`src/rtl/clock_period_meter_pkg.sv`:
```
`default_nettype none
// =============================================================================
// clock_period_meter_pkg: shared FSM states and constants for clock_period_meter
// Rev 1.0
// =============================================================================
package clock_period_meter_pkg;

  typedef enum logic [1:0] {
    IDLE    = 2'd0,
    ARM     = 2'd1,
    MEASURE = 2'd2
  } state_t;

  localparam int SYNC_STAGES = 2;
  localparam int AVG_DEPTH   = 4;

endpackage
`default_nettype wire

```
`src/rtl/clock_period_meter_edge_sync.sv`:
```
`default_nettype none
// =============================================================================
// edge_sync: brings meas_clk into org_clk domain and flags its edges
// Rev 1.0
// =============================================================================
module edge_sync
  import clock_period_meter_pkg::*;
(
  input  logic org_clk,
  input  logic sys_rst_n,
  input  logic meas_clk,
  output logic meas_s,
  output logic rise,
  output logic fall
);

  logic [SYNC_STAGES-1:0] sync_q;
  logic                   meas_d;

  always_ff @(posedge org_clk or negedge sys_rst_n) begin
    if (!sys_rst_n) begin
      sync_q <= '0;
      meas_d <= 1'b0;
    end else begin
      sync_q <= {sync_q[SYNC_STAGES-2:0], meas_clk};
      meas_d <= sync_q[SYNC_STAGES-1];
    end
  end

  assign meas_s = sync_q[SYNC_STAGES-1];
  assign rise   = meas_s & ~meas_d;
  assign fall   = ~meas_s & meas_d;

endmodule
`default_nettype wire

```
`src/rtl/clock_period_meter.sv`:
```
`default_nettype none
// =============================================================================
// clock_period_meter: period / high-time / lock / timeout of a slow clock in
// org_clk cycles. Define PERIOD_AVG_EN for a 4-period rounded mean. Rev 1.0
// =============================================================================
module clock_period_meter
  import clock_period_meter_pkg::*;
#(
  parameter int          CNT_W      = 16,
  parameter int unsigned TIMEOUT    = 16'hFFFF,
  parameter int          LOCK_COUNT = 4,
  parameter int          TOL        = 1
) (
  input  logic             org_clk,
  input  logic             sys_rst_n,
  input  logic             meas_clk,
  input  logic             meas_en,
  output logic [CNT_W-1:0] period,
  output logic [CNT_W-1:0] high_time,
  output logic             period_valid,
  output logic             locked,
  output logic             timeout_err
);

  localparam int               MW       = $clog2(LOCK_COUNT + 1);
  localparam logic [CNT_W-1:0] TO_VAL   = CNT_W'(TIMEOUT);
  localparam logic [CNT_W-1:0] TOL_VAL  = CNT_W'(TOL);
  localparam logic [MW-1:0]    LOCK_VAL = MW'(LOCK_COUNT);

  state_t           state, state_nxt;
  logic             rise, fall;
  logic [CNT_W-1:0] cnt, cnt_inc, hi_cap, prev_raw, period_nxt, diff;
  logic [MW-1:0]    match_cnt, match_inc;
  logic             have_prev, cnt_at_to, in_tol, capture;

  edge_sync u_edge_sync (
    .org_clk   (org_clk),
    .sys_rst_n (sys_rst_n),
    .meas_clk  (meas_clk),
    .meas_s    (),
    .rise      (rise),
    .fall      (fall)
  );

  assign cnt_at_to = (cnt == TO_VAL);
  assign cnt_inc   = (cnt == {CNT_W{1'b1}}) ? cnt : cnt + 1'b1;
  assign diff      = (cnt >= prev_raw) ? cnt - prev_raw : prev_raw - cnt;
  assign in_tol    = (diff <= TOL_VAL);
  assign match_inc = (match_cnt == LOCK_VAL) ? match_cnt : match_cnt + 1'b1;
  assign capture   = meas_en && (state == MEASURE) && rise;

  always_ff @(posedge org_clk or negedge sys_rst_n) begin
    if (!sys_rst_n) state <= IDLE;
    else            state <= state_nxt;
  end

  always_comb begin
    state_nxt = state;
    case (state)
      IDLE:    if (meas_en) state_nxt = ARM;
      ARM:     if (!meas_en) state_nxt = IDLE;
               else if (rise) state_nxt = MEASURE;
      MEASURE: if (!meas_en) state_nxt = IDLE;
               else if (!rise && cnt_at_to) state_nxt = ARM;
      default: state_nxt = IDLE;
    endcase
  end

`ifdef PERIOD_AVG_EN
  localparam int AVG_SHIFT = $clog2(AVG_DEPTH);
  localparam int CAP_W     = $clog2(AVG_DEPTH + 1);

  logic [CNT_W-1:0] hist [AVG_DEPTH-1];
  logic [CAP_W-1:0] cap_n;
  logic [CNT_W+1:0] sum, sum_rnd;

  always_comb begin
    sum = {2'b00, cnt};
    for (int i = 0; i < AVG_DEPTH - 1; i++) sum = sum + {2'b00, hist[i]};
    sum_rnd = sum + (CNT_W + 2)'(AVG_DEPTH / 2);
  end

  // hist[0] is the newest raw period; the lock check must never see averages.
  assign prev_raw   = hist[0];
  assign period_nxt = (cap_n >= CAP_W'(AVG_DEPTH - 1)) ? CNT_W'(sum_rnd >> AVG_SHIFT) : cnt;

  always_ff @(posedge org_clk or negedge sys_rst_n) begin
    if (!sys_rst_n) begin
      cap_n <= '0;
      for (int i = 0; i < AVG_DEPTH - 1; i++) hist[i] <= '0;
    end else if (!meas_en || state != MEASURE) begin
      cap_n <= '0;
    end else if (capture) begin
      hist[0] <= cnt;
      for (int i = 1; i < AVG_DEPTH - 1; i++) hist[i] <= hist[i-1];
      if (cap_n != CAP_W'(AVG_DEPTH)) cap_n <= cap_n + 1'b1;
    end
  end
`else
  assign prev_raw   = period;
  assign period_nxt = cnt;
`endif

  always_ff @(posedge org_clk or negedge sys_rst_n) begin
    if (!sys_rst_n) begin
      period       <= '0;
      high_time    <= '0;
      period_valid <= 1'b0;
      locked       <= 1'b0;
      timeout_err  <= 1'b0;
      cnt          <= '0;
      hi_cap       <= '0;
      match_cnt    <= '0;
      have_prev    <= 1'b0;
    end else begin
      period_valid <= 1'b0;
      if (!meas_en) begin
        locked    <= 1'b0;
        cnt       <= '0;
        match_cnt <= '0;
        have_prev <= 1'b0;
      end else begin
        case (state)
          IDLE: begin
            cnt       <= '0;
            match_cnt <= '0;
            have_prev <= 1'b0;
          end
          ARM: begin
            if (rise) begin
              cnt    <= CNT_W'(1);
              hi_cap <= '0;
            end else if (cnt_at_to) begin
              timeout_err <= 1'b1;
              cnt         <= '0;
            end else begin
              cnt <= cnt_inc;
            end
          end
          MEASURE: begin
            if (capture) begin
              period       <= period_nxt;
              high_time    <= hi_cap;
              period_valid <= 1'b1;
              timeout_err  <= 1'b0;
              cnt          <= CNT_W'(1);
              hi_cap       <= '0;
              have_prev    <= 1'b1;
              // The first period after ARM has no predecessor to compare with.
              if (have_prev) begin
                if (in_tol) begin
                  match_cnt <= match_inc;
                  if (match_inc == LOCK_VAL) locked <= 1'b1;
                end else begin
                  match_cnt <= '0;
                  locked    <= 1'b0;
                end
              end
            end else if (cnt_at_to) begin
              timeout_err <= 1'b1;
              locked      <= 1'b0;
              match_cnt   <= '0;
              cnt         <= '0;
              have_prev   <= 1'b0;
            end else begin
              cnt <= cnt_inc;
              if (fall) hi_cap <= cnt;
            end
          end
          default: cnt <= '0;
        endcase
      end
    end
  end

endmodule
`default_nettype wire

```
`config.mk`:
```
export PLATFORM = sky130hd
export DESIGN_NAME = clock_period_meter
export DESIGN_NICKNAME = d
export VERILOG_FILES = /design/src/rtl/clock_period_meter_pkg.sv /design/src/rtl/clock_period_meter_edge_sync.sv /design/src/rtl/clock_period_meter.sv
export SDC_FILE = /design/constraint.sdc
export NUM_CORES = 1
export LEC_CHECK = 0
export ABC_AREA = 1
export CAP_MARGIN = 20
export CORE_MARGIN = 2
export CORE_UTILIZATION = 30
export CTS_CLUSTER_DIAMETER = 200
export DETAILED_ROUTE_END_ITERATION = 6
export HOLD_SLACK_MARGIN = 0.05
export SYNTH_ARGS = -nofsm -noshare
export SYNTH_HDL_FRONTEND = slang
export SYNTH_SLANG_ARGS = --single-unit
```
`constraint.sdc`:
```
create_clock -name org_clk -period 2.78 [get_ports org_clk]
set_input_delay 0.556 -clock org_clk [delete_from_list [all_inputs] [get_ports org_clk]]
set_output_delay 0.556 -clock org_clk [all_outputs]
set_load 0.005 [all_outputs]
```
==> impl_metrics.py, run 1 <==
metrics = {
    "route": {
        "totalWireLength_um": 13200,
        "wl_met2_um": 6210,
        "drtAntennaViolNets": 0,
        "drc_errors": 0,
        "wl_met3_um": 288,
        "topRoutingLayerUsed": "met4",
        "dr.first_iter.drc_count": 322,
        "post_drt_wl_per_cell_um": 12.6,
        "via_count": 4789,
        "dr.pass1.iters": 4,
        "wl_met1_um": 6460,
        "routed_via_density": 4.57,
    },
    "synthesis": {
        "ys_async_sr_fraction_pct": 100,
        "ys_seq_area_share_pct": 34.9,
        "yosysTopAreaCellShare_pct": 34.9,
        "yosys_register_bits": 76,
        "mappedNetlistArea_um2": 5450,
        "yosysWarnings": 0,
        "synth.distinct_cells": 40,
        "synth_top_cell_by_area": "dfrtp_1",
        "synth_fp_nets": 811,
        "synthCells": 767,
        "avgSynthCellArea_um2": 7.10,
        "synth_most_common_cell": "nand2_1",
        "synth_common_cells": "nand2_1, inv_1, dfrtp_1",
        "synth_flop_cell": "dfrtp_1",
        "synth_edf_count": 0,
        "synth_area_leaders": "dfrtp_1, nand2_1, inv_1, ha_1, nand3_1",
    },
    "layout": {
        "final_core_util_pct": 36.2,
        "nFillCells": 1928,
        "syn_to_final_growth_pct": 19.0,
        "ff_latch_area_um2": 1900,
        "antenna_cells": 0,
        "fin_area_um2": 6480,
        "drive_above_1_share_pct": 11.2,
        "multi_input_area_um2": 2960,
        "finalNetCount": 858,
        "fin_cells": 1047,
    },
    "cts": {
        "ctsHtreeMaxLevel": 3,
        "clk_pin_slew_worst_paths_ns": 0.06,
        "cts_tree": "yes",
        "cts_buffer_depth": 2,
        "clk_latency_ns": 0.33,
        "cts_buffers": 9,
        "cts_root_buf": "clkbuf_16",
        "clock_sinks": 76,
    },
    "sta": {
        "post-route-period-util_pct": 92.8,
        "rsz0062_at_grt": "false",
        "worst_pin_slew_ns": 0.673,
        "final.setup.tns_ns": 0,
        "max_slew_margin_pct": 55.0,
        "fmax_mhz": 388,
        "finalSetupViolations": 0,
        "drv_slew": 0,
        "hold_viol_final": 0,
        "fin_crit_ns": 2.58,
        "finClkSkew_ns": 0.00551,
    },
    "critical_path": {
        "rrSetupSlack_ns": 0.20,
        "criticalPathCategory": "flip-flop to flip-flop",
        "rr_endpoint": "locked$_DFFE_PN0P_",
        "end_kind": "flip-flop",
        "crit_arrival_ns": 2.84,
        "worstPathRequired_ns": 3.04,
        "start_kind": "flip-flop",
        "ff2ff_path_depth": 15,
        "r2r_start": "cnt[0]$_DFF_PN0_",
        "crit_fanout": 7,
    },
    "grt": {
        "overflow": 0,
        "grt_pass1_vias": 4737,
        "grt_pass1_wl_um": 22600,
        "track_usage_pct": 14.2,
        "grt_max_degree": 77,
        "antenna_found_initial": 0,
    },
    "power": {
        "p_leak_nw": 3.17,
        "peakVddDrop_v": 0.000418,
        "power.density_nw_per_um2": 828,
        "p_total_mw": 5.37,
    },
    "floorplanning": {
        "core_region_area_um2": 17900,
        "io_pins": 39,
        "die-area_um2": 19300,
        "die_h_um": 139,
        "initial_core_util_pct": 30.4,
        "fp.dieW_um": 139,
        "std_cell_rows": 49,
    },
    "placement": {
        "placed_cell_area_um2": 6130,
        "hpwlAfterDp_um": 10600,
        "io_buffers": 38,
        "placed_cells": 1032,
        "gp_congestion": 0.899,
    },
    "status": {
        "status": "complete, no violations",
    },
    "flow_run": {
        "maxCapViolations": 0,
    },
    "hold_path": {
        "hold_path.class": "input pin to asynchronous set/reset pin",
    },
}
-- worst max-delay path, stage by stage (launching register included) --
cell and delay [ns]:
dfrtp_2 0.45, inv_1 0.10, ha_2 0.20, inv_1 0.08, fa_2 0.35, nand3_1 0.09
nand3_1 0.11, nand2_1 0.10, nand3_1 0.11, nand2_2 0.11, nand2_4 0.08, nor2_1 0.12
nand4_1 0.16, a21oi_4 0.24, nand2_1 0.09, a21oi_1 0.12
-- through the flow --
| step | hold WS, ns | setup WS, ns |
|---|---|---|
| 2_1_floorplan | 0.260 | 0.508 |
| 3_3_place_gp | 0.333 | 0.0833 |
| 3_5_place_dp | 0.336 | 0.0671 |
| 4_1_cts | 0.259 | 0.0563 |
| 5_1_grt | 0.275 | 0.000389 |
| 6_report | 0.239 | 0.199 |
-- placed cells by master (no fill, tap or decap), types with 7 or more instances in the layout --
| cell | Yosys | final |
|---|---|---|
| nand3_1 | 53 | 53 |
| inv_1 | 127 | 127 |
| nor3_1 | 7 | 7 |
| o21ai_0 | 41 | 41 |
| buf_4 | 3 | 15 |
| o21ai_2 | 16 | 16 |
| xor2_1 | 8 | 8 |
| nand2_1 | 240 | 240 |
| nand3_2 | 9 | 9 |
| nand4_1 | 14 | 14 |
| clkbuf_16 | 0 | 9 |
| nor2_1 | 47 | 46 |
| a21oi_1 | 27 | 27 |
| clkdlybuf4s50_1 | 0 | 37 |
| dfrtp_1 | 76 | 74 |
| ha_1 | 38 | 35 |
| nor2_2 | 7 | 8 |
-- power by group --
group	leakage, nW	internal [mW]	switching (mW)	total, mW
sequential	1.00	1.31	0.198	1.51
combinational	2.01	1.03	1.57	2.60
clock	0.158	0.828	0.433	1.26
total	3.17	3.17	2.20	5.37
-- layout make-up --
type	instances	share of cell area, %
Clock buffer	11	3.90
Tap cell	229	4.42
Timing Repair Buffer	53	7.76
Inverter	134	7.76
Multi-Input combinational cell	540	45.7
Sequential cell	76	29.4
Clock inverter	4	1.12
-- state kept, by name, indices dropped and copies added (netlist names) --
register	flops
period_valid	1
timeout_err	1
u_edge_sync.meas_d	1
period	16
u_edge_sync.sync_q	2
hi_cap	16
cnt	16
locked	1
have_prev	1
state	2
high_time	16
match_cnt	3
-- worst max path at each step --
stage / slack, ns / cells past startpoint / from / end
2_1_floorplan: 0.51 / 17 / cnt[0]$_DFF_PN0_ / locked$_DFFE_PN0P_
3_3_place_gp: 0.08 / 17 / cnt[0]$_DFF_PN0_ / locked$_DFFE_PN0P_
3_5_place_dp: 0.07 / 17 / cnt[0]$_DFF_PN0_ / locked$_DFFE_PN0P_
4_1_cts: 0.06 / 17 / cnt[0]$_DFF_PN0_ / locked$_DFFE_PN0P_
5_1_grt: 0.0004 / 17 / cnt[0]$_DFF_PN0_ / locked$_DFFE_PN0P_
6_report: 0.20 / 15 / cnt[0]$_DFF_PN0_ / locked$_DFFE_PN0P_
-- what timing repair did --
item / in CTS / in global routing
setup buffers: 0 / 0
hold buffers: 0 / 0
setup endpoints to repair: 0 / 4
resized for setup: 0 / 9
-- metal layers --
metal | global-route usage (%) | vias up
met4 | 4.52 | 0
met3 | 1.62 | 16
met5 | 0 | -
met1 | 18.9 | 2201
met2 | 24.3 | 68
li1 | - | 2504
-- kinds of logic (layout without fill, tap and decap cells) --
logic type               count (synthesis)  after routing  share of synthesized area [%]
buffers and inverters                  151            202                           11.2
adder cells (fa/ha/maj)                 40             40                           9.46
AO/OA/AOI/OAI                           96             96                           10.7
XOR/XNOR                                 8              8                           1.29
AND/OR/NAND/NOR                        396            396                           32.4
flip-flops                              76             76                           34.9
Power figures use the tool's default switching activity.
==> inputs of run 2 (changes only) <==
CORE_ASPECT_RATIO = 2   (was unset)
==> run 2 against run 1 <==
Net effect: sequential share of layout area down 0.15 points; power up 0.28%; die area up 0.34%; routed wire length up 14%; combinational power up 6%; largest cell class unchanged; non-clock buffer count up 3; clock power down 12%.
==> impl_metrics.py, run 2 (synthesis gave the netlist of run 1 again) <==
metrics = {
    "sta": {
        "post-route-period-util_pct": 94.7,
        "finClkSkew_ns": 0.00976,
        "finalSetupViolations": 0,
        "worst_pin_slew_ns": 0.732,
        "drv_slew": 0,
        "final.setup.tns_ns": 0,
        "fin_crit_ns": 2.63,
        "fmax_mhz": 380,
        "hold_viol_final": 0,
        "max_slew_margin_pct": 51.1,
    },
    "critical_path": {
        "crit_arrival_ns": 2.89,
        "r2r_start": "cnt[0]$_DFF_PN0_",
        "crit_path_end": "hi_cap[12]$_DFFE_PN0P_",
        "start_kind": "flip-flop",
        "rr_endpoint": "hi_cap[12]$_DFFE_PN0P_",
        "end_kind": "flip-flop",
        "rrSetupSlack_ns": 0.15,
        "ff2ff_path_depth": 16,
        "criticalPathCategory": "flip-flop to flip-flop",
        "crit_fanout": 22,
        "startpoint": "cnt[0]$_DFF_PN0_",
        "worstPathRequired_ns": 3.04,
    },
    "route": {
        "dr.first_iter.drc_count": 136,
        "post_drt_wl_per_cell_um": 14.5,
        "drc_errors": 0,
        "totalWireLength_um": 15000,
        "via_count": 4928,
        "drtAntennaViolNets": 0,
        "dr.pass1.iters": 4,
        "routed_via_density": 4.76,
    },
    "status": {
        "status": "complete, no violations",
    },
    "floorplanning": {
        "std_cell_rows": 69,
        "die_h_um": 195,
        "initial_core_util_pct": 30.6,
        "fp.dieW_um": 99.3,
        "core_region_area_um2": 17800,
        "io_pins": 39,
        "die-area_um2": 19300,
    },
    "cts": {
        "cts_tree": "yes",
        "clk_latency_ns": 0.33,
        "cts_root_buf": "clkbuf_16",
        "cts_buffer_depth": 2,
        "cts_buffers": 9,
        "ctsHtreeMaxLevel": 3,
        "cts_hold_buf": 0,
        "clk_pin_slew_worst_paths_ns": 0.06,
        "clock_sinks": 76,
    },
    "flow_run": {
        "maxCapViolations": 0,
    },
    "placement": {
        "hpwlAfterDp_um": 12200,
        "io_buffers": 38,
        "gp_congestion": 1.03,
    },
    "layout": {
        "syn_to_final_growth_pct": 19.5,
        "drive_above_1_share_pct": 13.4,
        "final_common_cell": "nand2_1",
        "nFillCells": 1893,
        "final_cell_mix": "nand2_1, inv_1, dfrtp_1, nand3_1, nor2_1",
        "antenna_cells": 0,
        "finalNetCount": 861,
        "final_core_util_pct": 36.6,
    },
    "hold_path": {
        "hold_path.class": "input pin to asynchronous set/reset pin",
    },
    "grt": {
        "grt_max_degree": 48,
        "track_usage_pct": 15.9,
        "grt_pass1_vias": 5004,
        "overflow": 0,
        "antenna_found_initial": 0,
        "grt_pass1_wl_um": 24100,
    },
    "power": {
        "power.density_nw_per_um2": 826,
        "peakVddDrop_v": 0.000326,
        "p_leak_nw": 3.19,
    },
}
[run 2: how the worst min path moves through the flow]
stage | end | slack, ns
2_1_floorplan | cnt[0]$_DFF_PN0_ | 0.26
3_3_place_gp | u_edge_sync.sync_q[1]$_DFF_PN0_ | 0.34
3_5_place_dp | u_edge_sync.sync_q[1]$_DFF_PN0_ | 0.34
4_1_cts | cnt[3]$_DFF_PN0_ | 0.16
5_1_grt | period[3]$_DFFE_PN0P_ | 0.17
6_report | cnt[3]$_DFF_PN0_ | 0.15
[run 2: per-layer routing]
layer	track usage [%]	up-vias	wire length (µm)
li1	-	2520	-
met1	14.7	2266	5160
met3	1.58	52	332
met4	10.4	0	947
met5	0	-	0
met2	31.3	90	8520
[run 2: cell type report]
type | instances | area, µm² | area share (%)
clock inverter | 4 | 22.5 | 0.346
multi-input combinational | 540 | 3030 | 46.5
tap | 213 | 267 | 4.09
sequential | 76 | 1900 | 29.2
clock buffer | 12 | 267 | 4.09
inverter | 134 | 503 | 7.72
timing repair buffer | 56 | 526 | 8.07
[run 2: power breakdown]
part | internal, mW | total (mW) | switching, mW | leakage [nW]
sequential | 1.31 | 1.51 | 0.204 | 1.00
combinational | 1.08 | 2.75 | 1.67 | 2.04
clock | 0.673 | 1.11 | 0.442 | 0.144
[run 2: worst max-delay path, stage by stage (launching register included)]
cell	delay (ns)
dfrtp_1	0.43
buf_4	0.16
ha_1	0.19
nand2_1	0.10
nor2_1	0.05
nand2_1	0.09
nor2_2	0.06
nand2_2	0.09
inv_2	0.06
nand4_2	0.11
nor2_4	0.06
nand2_4	0.07
nand3_4	0.07
a21oi_4	0.59
buf_4	0.29
nand3_2	0.08
o21ai_2	0.06
[run 2: timing repair]
action | in CTS | in global routing
setup endpoints to repair | 1 | 4
pin swaps | 1 | 3
buffers inserted | 0 | 2
resized for setup | 1 | 24
[run 2: metrics by stage]
stage	std cells	hold WS, ns	area, µm²	total power [mW]	setup slack [ns]
final	1035	0.153	6510	5.38	0.148
after detailed placement	1017	0.339	6120	4.20	0.00175
after global placement	1017	0.338	6120	4.19	0.0749
after global routing	1035	0.171	6510	5.82	-0.000144
after floorplan	767	0.260	5450	3.22	0.508
after CTS	1033	0.162	6410	5.34	0.0317
